## config.mk

```make
export PLATFORM = sky130hd
export DESIGN_NAME = axis_deltasigma_decim
export DESIGN_NICKNAME = d
export VERILOG_FILES = /design/src/rtl/axis_deltasigma_decim.sv
export SDC_FILE = /design/constraint.sdc
export NUM_CORES = 1
export LEC_CHECK = 0
export ABC_AREA = 1
export ABC_CLOCK_PERIOD_IN_PS = 10700
export BUFFER_PORTS_ARGS = -buffer_cell sky130_fd_sc_hd__clkbuf_2
export CORE_ASPECT_RATIO = 1.5
export CORE_MARGIN = 2
export CORE_UTILIZATION = 45
export CTS_CLUSTER_DIAMETER = 50
export DETAILED_ROUTE_END_ITERATION = 7
export GPL_TIMING_DRIVEN = 0
export PLACE_DENSITY_LB_ADDON = 0.2
export SLEW_MARGIN = 20
export SYNTH_ARGS = -nofsm -noshare
export SYNTH_HDL_FRONTEND = slang
export SYNTH_SLANG_ARGS = --single-unit
```

## constraint.sdc

```tcl
create_clock -name m_axis_aclk -period 10.7 [get_ports m_axis_aclk]
set_input_delay 1.07 -clock m_axis_aclk [delete_from_list [all_inputs] [get_ports m_axis_aclk]]
set_output_delay 1.07 -clock m_axis_aclk [all_outputs]
set_load 0.01 [all_outputs]
```

## src/rtl/axis_deltasigma_decim.sv

```systemverilog
// axis_deltasigma_decim: multi-channel delta-sigma boxcar decimator with AXI4-Stream frame output
module axis_deltasigma_decim #(
  parameter int AXIS_TDATA_WIDTH    = 16,
  parameter int NUM_CH              = 4,
  parameter int DECIM               = 64,
  parameter int TWOS_COMPL          = 1,
  parameter int CLOCK_DETECT_CYCLES = 255,
  parameter int OVR_CNT_WIDTH       = 16
) (
  input  logic                                          m_axis_aclk,
  input  logic                                          m_axis_areset,
  input  logic                                          m_axis_tready,
  output logic                                          m_axis_tvalid,
  output logic [AXIS_TDATA_WIDTH-1:0]                   m_axis_tdata,
  output logic [(NUM_CH > 1 ? $clog2(NUM_CH) : 1)-1:0]  m_axis_tuser,
  output logic                                          m_axis_tlast,
  input  logic                                          ds_clk_i,
  input  logic [NUM_CH-1:0]                             ds_data_i,
  input  logic                                          enable,
  output logic                                          clk_detect,
  output logic [OVR_CNT_WIDTH-1:0]                      overrun_cnt
);
  localparam int W  = AXIS_TDATA_WIDTH;
  localparam int UW = NUM_CH > 1 ? $clog2(NUM_CH) : 1;
  localparam int SW = DECIM > 1 ? $clog2(DECIM) : 1;
  localparam int CW = $clog2(CLOCK_DETECT_CYCLES + 1);
  typedef enum logic {IDLE, SEND} state_t;
  state_t state, state_n;
  logic [1:0] clk_sync;
  logic clk_sync_d;
  logic [NUM_CH-1:0] data_s1, data_s2;
  logic pulse, frame_done, hs, last_ch, load;
  logic [SW-1:0] scnt;
  logic [W-1:0] acc [NUM_CH];
  logic [W-1:0] sum [NUM_CH];
  logic [W-1:0] fbuf [NUM_CH];
  logic [UW-1:0] ch, ch_n;
  logic [CW-1:0] det_cnt;

  assign pulse      = clk_sync[1] & ~clk_sync_d;
  assign frame_done = pulse & enable & (scnt == SW'(DECIM - 1));
  assign last_ch    = ch == UW'(NUM_CH - 1);
  assign hs         = m_axis_tvalid & m_axis_tready;
  assign load       = frame_done & (state == IDLE | (hs & last_ch));

  assign m_axis_tvalid = state == SEND;
  assign m_axis_tdata  = fbuf[ch];
  assign m_axis_tuser  = ch;
  assign m_axis_tlast  = m_axis_tvalid & last_ch;
  assign clk_detect    = det_cnt < CW'(CLOCK_DETECT_CYCLES);

  // Clock and data lines share identical two-flop synchronisers so a bit stays aligned with its edge
  always_ff @(posedge m_axis_aclk) begin
    if (m_axis_areset) begin
      clk_sync   <= '0;
      clk_sync_d <= 1'b0;
      data_s1    <= '0;
      data_s2    <= '0;
    end else begin
      clk_sync   <= {clk_sync[0], ds_clk_i};
      clk_sync_d <= clk_sync[1];
      data_s1    <= ds_data_i;
      data_s2    <= data_s1;
    end
  end

  // Per-channel running sum including the bit sampled on the current edge
  always_comb begin
    for (int k = 0; k < NUM_CH; k++)
      sum[k] = acc[k] + (data_s2[k] ? W'(1) : {W{TWOS_COMPL != 0}});
  end

  // Boxcar accumulation; disabling acquisition discards any partial frame
  always_ff @(posedge m_axis_aclk) begin
    if (m_axis_areset || !enable) begin
      scnt <= '0;
      for (int k = 0; k < NUM_CH; k++) acc[k] <= '0;
    end else if (pulse) begin
      scnt <= frame_done ? '0 : scnt + SW'(1);
      for (int k = 0; k < NUM_CH; k++) acc[k] <= frame_done ? '0 : sum[k];
    end
  end

  // Output FSM next state: a new frame may take over right on the last-beat handshake
  always_comb begin
    state_n = state;
    ch_n    = ch;
    if (load) begin
      state_n = SEND;
      ch_n    = '0;
    end else if (hs) begin
      state_n = last_ch ? IDLE : SEND;
      ch_n    = last_ch ? '0 : ch + UW'(1);
    end
  end

  // Output FSM state, frame buffer and saturating overrun count
  always_ff @(posedge m_axis_aclk) begin
    if (m_axis_areset) begin
      state       <= IDLE;
      ch          <= '0;
      overrun_cnt <= '0;
      for (int k = 0; k < NUM_CH; k++) fbuf[k] <= '0;
    end else begin
      state <= state_n;
      ch    <= ch_n;
      if (load)
        for (int k = 0; k < NUM_CH; k++) fbuf[k] <= sum[k];
      if (frame_done && !load && !(&overrun_cnt))
        overrun_cnt <= overrun_cnt + OVR_CNT_WIDTH'(1);
    end
  end

  // Modulator clock watchdog; starts saturated so no clock is reported until an edge is seen
  always_ff @(posedge m_axis_aclk) begin
    if (m_axis_areset)
      det_cnt <= CW'(CLOCK_DETECT_CYCLES);
    else if (pulse)
      det_cnt <= '0;
    else if (det_cnt != CW'(CLOCK_DETECT_CYCLES))
      det_cnt <= det_cnt + CW'(1);
  end
endmodule

```

; Yosys cells after proc, flatten, opt, wreduce, memory -nomap -nowiden
; Memories as Yosys holds them, arrays and structs flattened. A register that Yosys moved wholly into a read port is not among the register bits.
; Index checks and enable logic that the tools add are counted.
[totals]
in_bits = 9
out_inout_bits = 37
ff_bits = 44
latch_bits = 0
rom_bits = 0
ram_bits = 128
mem_count = 2
elab_cells = 86
[memory_table]
columns = name, words, width, rd, rd_ports_with_merged_regs, wr, line_no
row1 = acc, 4, 16, 4, 0, 4, 34  ; logic [W-1:0] acc [NUM_CH];
row2 = fbuf, 4, 16, 1, 1, 4, 36  ; logic [W-1:0] fbuf [NUM_CH];
[classes]
add_sub_neg = 8
n_mux = 35
mul = 0
div = 0
n_lt_le_gt_ge = 1
n_eq_ne = 3
shifts = 0
n_reduce_logical = 10
bitwise = 18
[op_table]
columns = operator, n
row1 = two-way mux 16 bit, 16
row2 = adder 16 bit, 4
row3 = "adder 16 x 1 -> 16 bit, second input constant", 1
row4 = two-way mux 8 bit, 2
row5 = AND reduction 16 bit, 1
row6 = two-way mux 1 bit, 13
row7 = OR 1 bit, 9
row8 = "adder 8 x 1 -> 8 bit, second input constant", 1
row9 = "< comparator 8 bit, second input constant", 1
row10 = "!= test 8 bit, second input constant", 1
row11 = bitwise AND 1 bit, 7
row12 = "adder 6 x 1 -> 6 bit, second input constant", 1
row13 = "== test 6 bit, second input constant", 1
row14 = two-way mux 2 bit, 3
row15 = two-way mux 6 bit, 1
row16 = nonzero test 2 bit, 2
row17 = logical NOT 1 bit, 3
row18 = "adder 2 x 1 -> 2 bit, second input constant", 1
row19 = "== test 2 bit, second input constant", 1
row20 = logical AND 1 bit, 2
row21 = NOT 1 bit, 2
row22 = OR reduction 2 bit, 1
row23 = logical OR 1 bit, 1

; Depth between registers and ports, before layout
[depth]
depth_word = 9
ltp_mapped = 11
ltp_nobuf = 11

; Worst setup path before layout
; No wires, ideal clock.
[synth_path]
path_type = input port to flip-flop
startpoint = in m_axis_tready
endpoint = mem fbuf[0][0] in the netlist's numbering, enable pin
setup_time_ns = 0.579
arrival_time_ns = 5.908
path_buffers = 0
path_stages = 4
path_slack_ns = 4.213
required_time_ns = 10.121
cell_sequence = nand2_1 -> nand2_1 -> inv_1 -> o21ai_0
[synth_rtl]
columns = item, line_no
row1 = from (decl), 12  ; input logic m_axis_tready,
row2 = to (decl), 36

==> flow_summary.json <==
{
  "min_path_type": "reg -> reg",
  "fin_crit_sh_pct": 27.26,
  "ir_worst_vdd_mv": 0.1177,
  "postCtsHoldBufs": 0,
  "diodes": 0,
  "remaining_drc_errors": 0,
  "clk_pin_slew_ns": 0.07,
  "grtUsageTotal_pct": 21.05,
  "area_growth_pct": 12.33,
  "layout_common_cells": "nand2_1, nor2_1, inv_1",
  "place_congestion": 0.9459,
  "slew_headroom_pct": 47.64,
  "ys_seq_area_share_pct": 44.75,
  "floorplan.rows": 68,
  "fin_hold_ws_ns": 0.4020,
  "synth_cell_types": 39,
  "dr.pass1.iters": 8,
  "fp.dieH_um": 192.4,
  "status": "finished, final reports clean",
  "portBuffers": 45,
  "htree_levels": 4,
  "cts_tree": "built",
  "ios": 46,
  "setup_viol": 0,
  "routedWlPerCell_um": 14.39,
  "dp_hpwl_um": 19420,
  "root_buffer": "clkbuf_16",
  "antenna_found_initial": 0,
  "synth_cells": 1355,
  "p_per_area_mw_per_mm2": 151.3,
  "placed_area_mm2": 0.01137,
  "grt_max_degree": 48,
  "rsz0062_at_grt": "false",
  "grt_pass1_vias": 8438,
  "cts.sinks": 174,
  "vias": 8773,
  "grt_overflow": 0,
  "final.setup.worst_slack_ns": 7.783,
  "ys.flop_type": "edfxtp_1",
  "period_minus_slack_ns": 2.917,
  "start_util_pct": 46.01,
  "drtAntennaViolNets": 0,
  "postSynth.asyncResetShare_pct": 0,
  "worstSkewPairLatency_ns": 0.43,
  "wirelength_um": 25160,
  "pre_cts_slack_ns": 7.831,
  "postCtsSetupBuffers": 0,
  "cap_violations": 0,
  "synth_edf_count": 128,
  "grt_pass1_wl_um": 40440,
  "synth_fp_nets": 1428,
  "ys_warn_count": 0,
  "fp.dieW_um": 129.6,
  "endpoint_kind": "primary output",
  "worstMarginPinSlew_ns": 0.7825,
  "hold_viol_final": 0,
  "cp_max_fo": 10,
  "final_common_cell": "nand2_1",
  "power.leakage_nw": 5.717,
  "cts_buffer_depth": 2,
  "nets": 1495,
  "crit_arrival_ns": 1.85,
  "crit_type": "reg -> out",
  "final_max_slew_viol_count": 0,
  "drt_iter0_drc": 543,
  "required_ns": 9.63,
  "ys_ff_latch": 174,
  "cts-buffers-inserted": 17,
  "timing.setup.tns_ns": 0,
  "drive_gt1_share_pct": 9.833,
  "clock_skew_ns": 0.01105,
  "die_area_mm2": 0.02493,
  "fin_area_mm2": 0.01196,
  "cts_resized": 0,
  "critPathLaunchType": "flop",
  "max_freq_ghz": 0.3429,
  "totalPowerFinal_mw": 1.810,
  "via_per_inst": 5.016,
  "coreArea_mm2": 0.02314,
  "synth_area_mm2": 0.01065,
  "syn_area_per_cell_um2": 7.858
}
## Yosys cell counts (13+ instances only)
| library cell | count | area share (%) |
|---|---|---|
| nand4_1 | 15 | 0.88 |
| nand3_1 | 49 | 2.3 |
| xor2_1 | 21 | 1.7 |
| nand3b_1 | 20 | 1.4 |
| dfxtp_1 | 46 | 8.6 |
| nor2_1 | 228 | 8.0 |
| ha_1 | 60 | 7.1 |
| nand2_1 | 390 | 14 |
| xnor2_1 | 21 | 1.7 |
| a21oi_1 | 49 | 2.3 |
| inv_1 | 175 | 6.2 |
| o22ai_1 | 16 | 0.94 |
| edfxtp_1 | 128 | 36 |
| o21ai_0 | 39 | 1.8 |
| nor3_1 | 13 | 0.61 |
## critical path, cell delays in order, from the launching register on
cell and delay [ns]:
dfxtp_1 0.38, inv_1 0.16, clkbuf_1 0.34, nor2_1 0.11, o22ai_1 0.25, clkbuf_2 0.18
## area by class of cell
| class | instances | area [um2] |
|---|---|---|
| clock buffers | 19 | 432.9 |
| inverters | 180 | 676.9 |
| well taps | 315 | 394.1 |
| flip-flops and latches | 174 | 4765 |
| repair buffers | 48 | 307.8 |
| fillers | 2267 | 11180 |
| multi-input cells | 975 | 5059 |
| clock inverters | 12 | 158.9 |
| plain buffers | 26 | 166.4 |
## metrics by stage
stage | utilization, % | std cells
after CTS | 51.68 | 1749
final | 51.68 | 1749
after global routing | 51.68 | 1749
after floorplan | - | 1355
after detailed placement | 49.12 | 1718
after global placement | 48.69 | 1715
## power by group
group	leakage (nW)	total, mW	switching, mW	internal (mW)
Clock	0.282	0.634	0.266	0.368
Combinational	3.69	0.393	0.262	0.131
Sequential	1.74	0.782	0.0211	0.761
## per-layer routing
metal  track usage, %  part of all wire [%]  vias to the layer above
li1                 -                     -                     4500
met1            23.87                    41                     4040
met2            38.78                    52                      189
met3            3.188                   3.9                       44
met4            8.850                   2.8                        0
met5                0                     0                        -
## kinds of logic after synthesis
| kind of cell | Yosys count | share of synthesized area (%) |
|---|---|---|
| DFF | 174 | 44.75 |
| AOI/OAI and AO/OA | 120 | 6.298 |
| and+or+nand+nor | 749 | 29.78 |
| buffers and inverters | 206 | 7.920 |
| adders and majority gates | 64 | 7.803 |
| xor gates and xnor gates | 42 | 3.455 |
## registers in the layout, summed over array words and instances (netlist names), named ones only
register,flops
acc,64
fbuf,64
overrun_cnt,16
det_cnt,8
scnt,6
data_s1,4
data_s2,4
clk_sync,2
m_axis_tuser,2
clk_sync_d,1
m_axis_tvalid,1
## path summary, 6_finish.rpt
check	from	end	slack [ns]	depth (start not counted)
worst max-delay path	flop	m_axis_tdata[3]	7.78	5
worst max register to register	data_s2[3]	acc[3][8]	8.23	7
worst min-delay path	clk_sync[0]	clk_sync[1]	0.40	2
worst min register to register	clk_sync[0]	clk_sync[1]	0.40	2
Power figures use the tool's default switching activity.
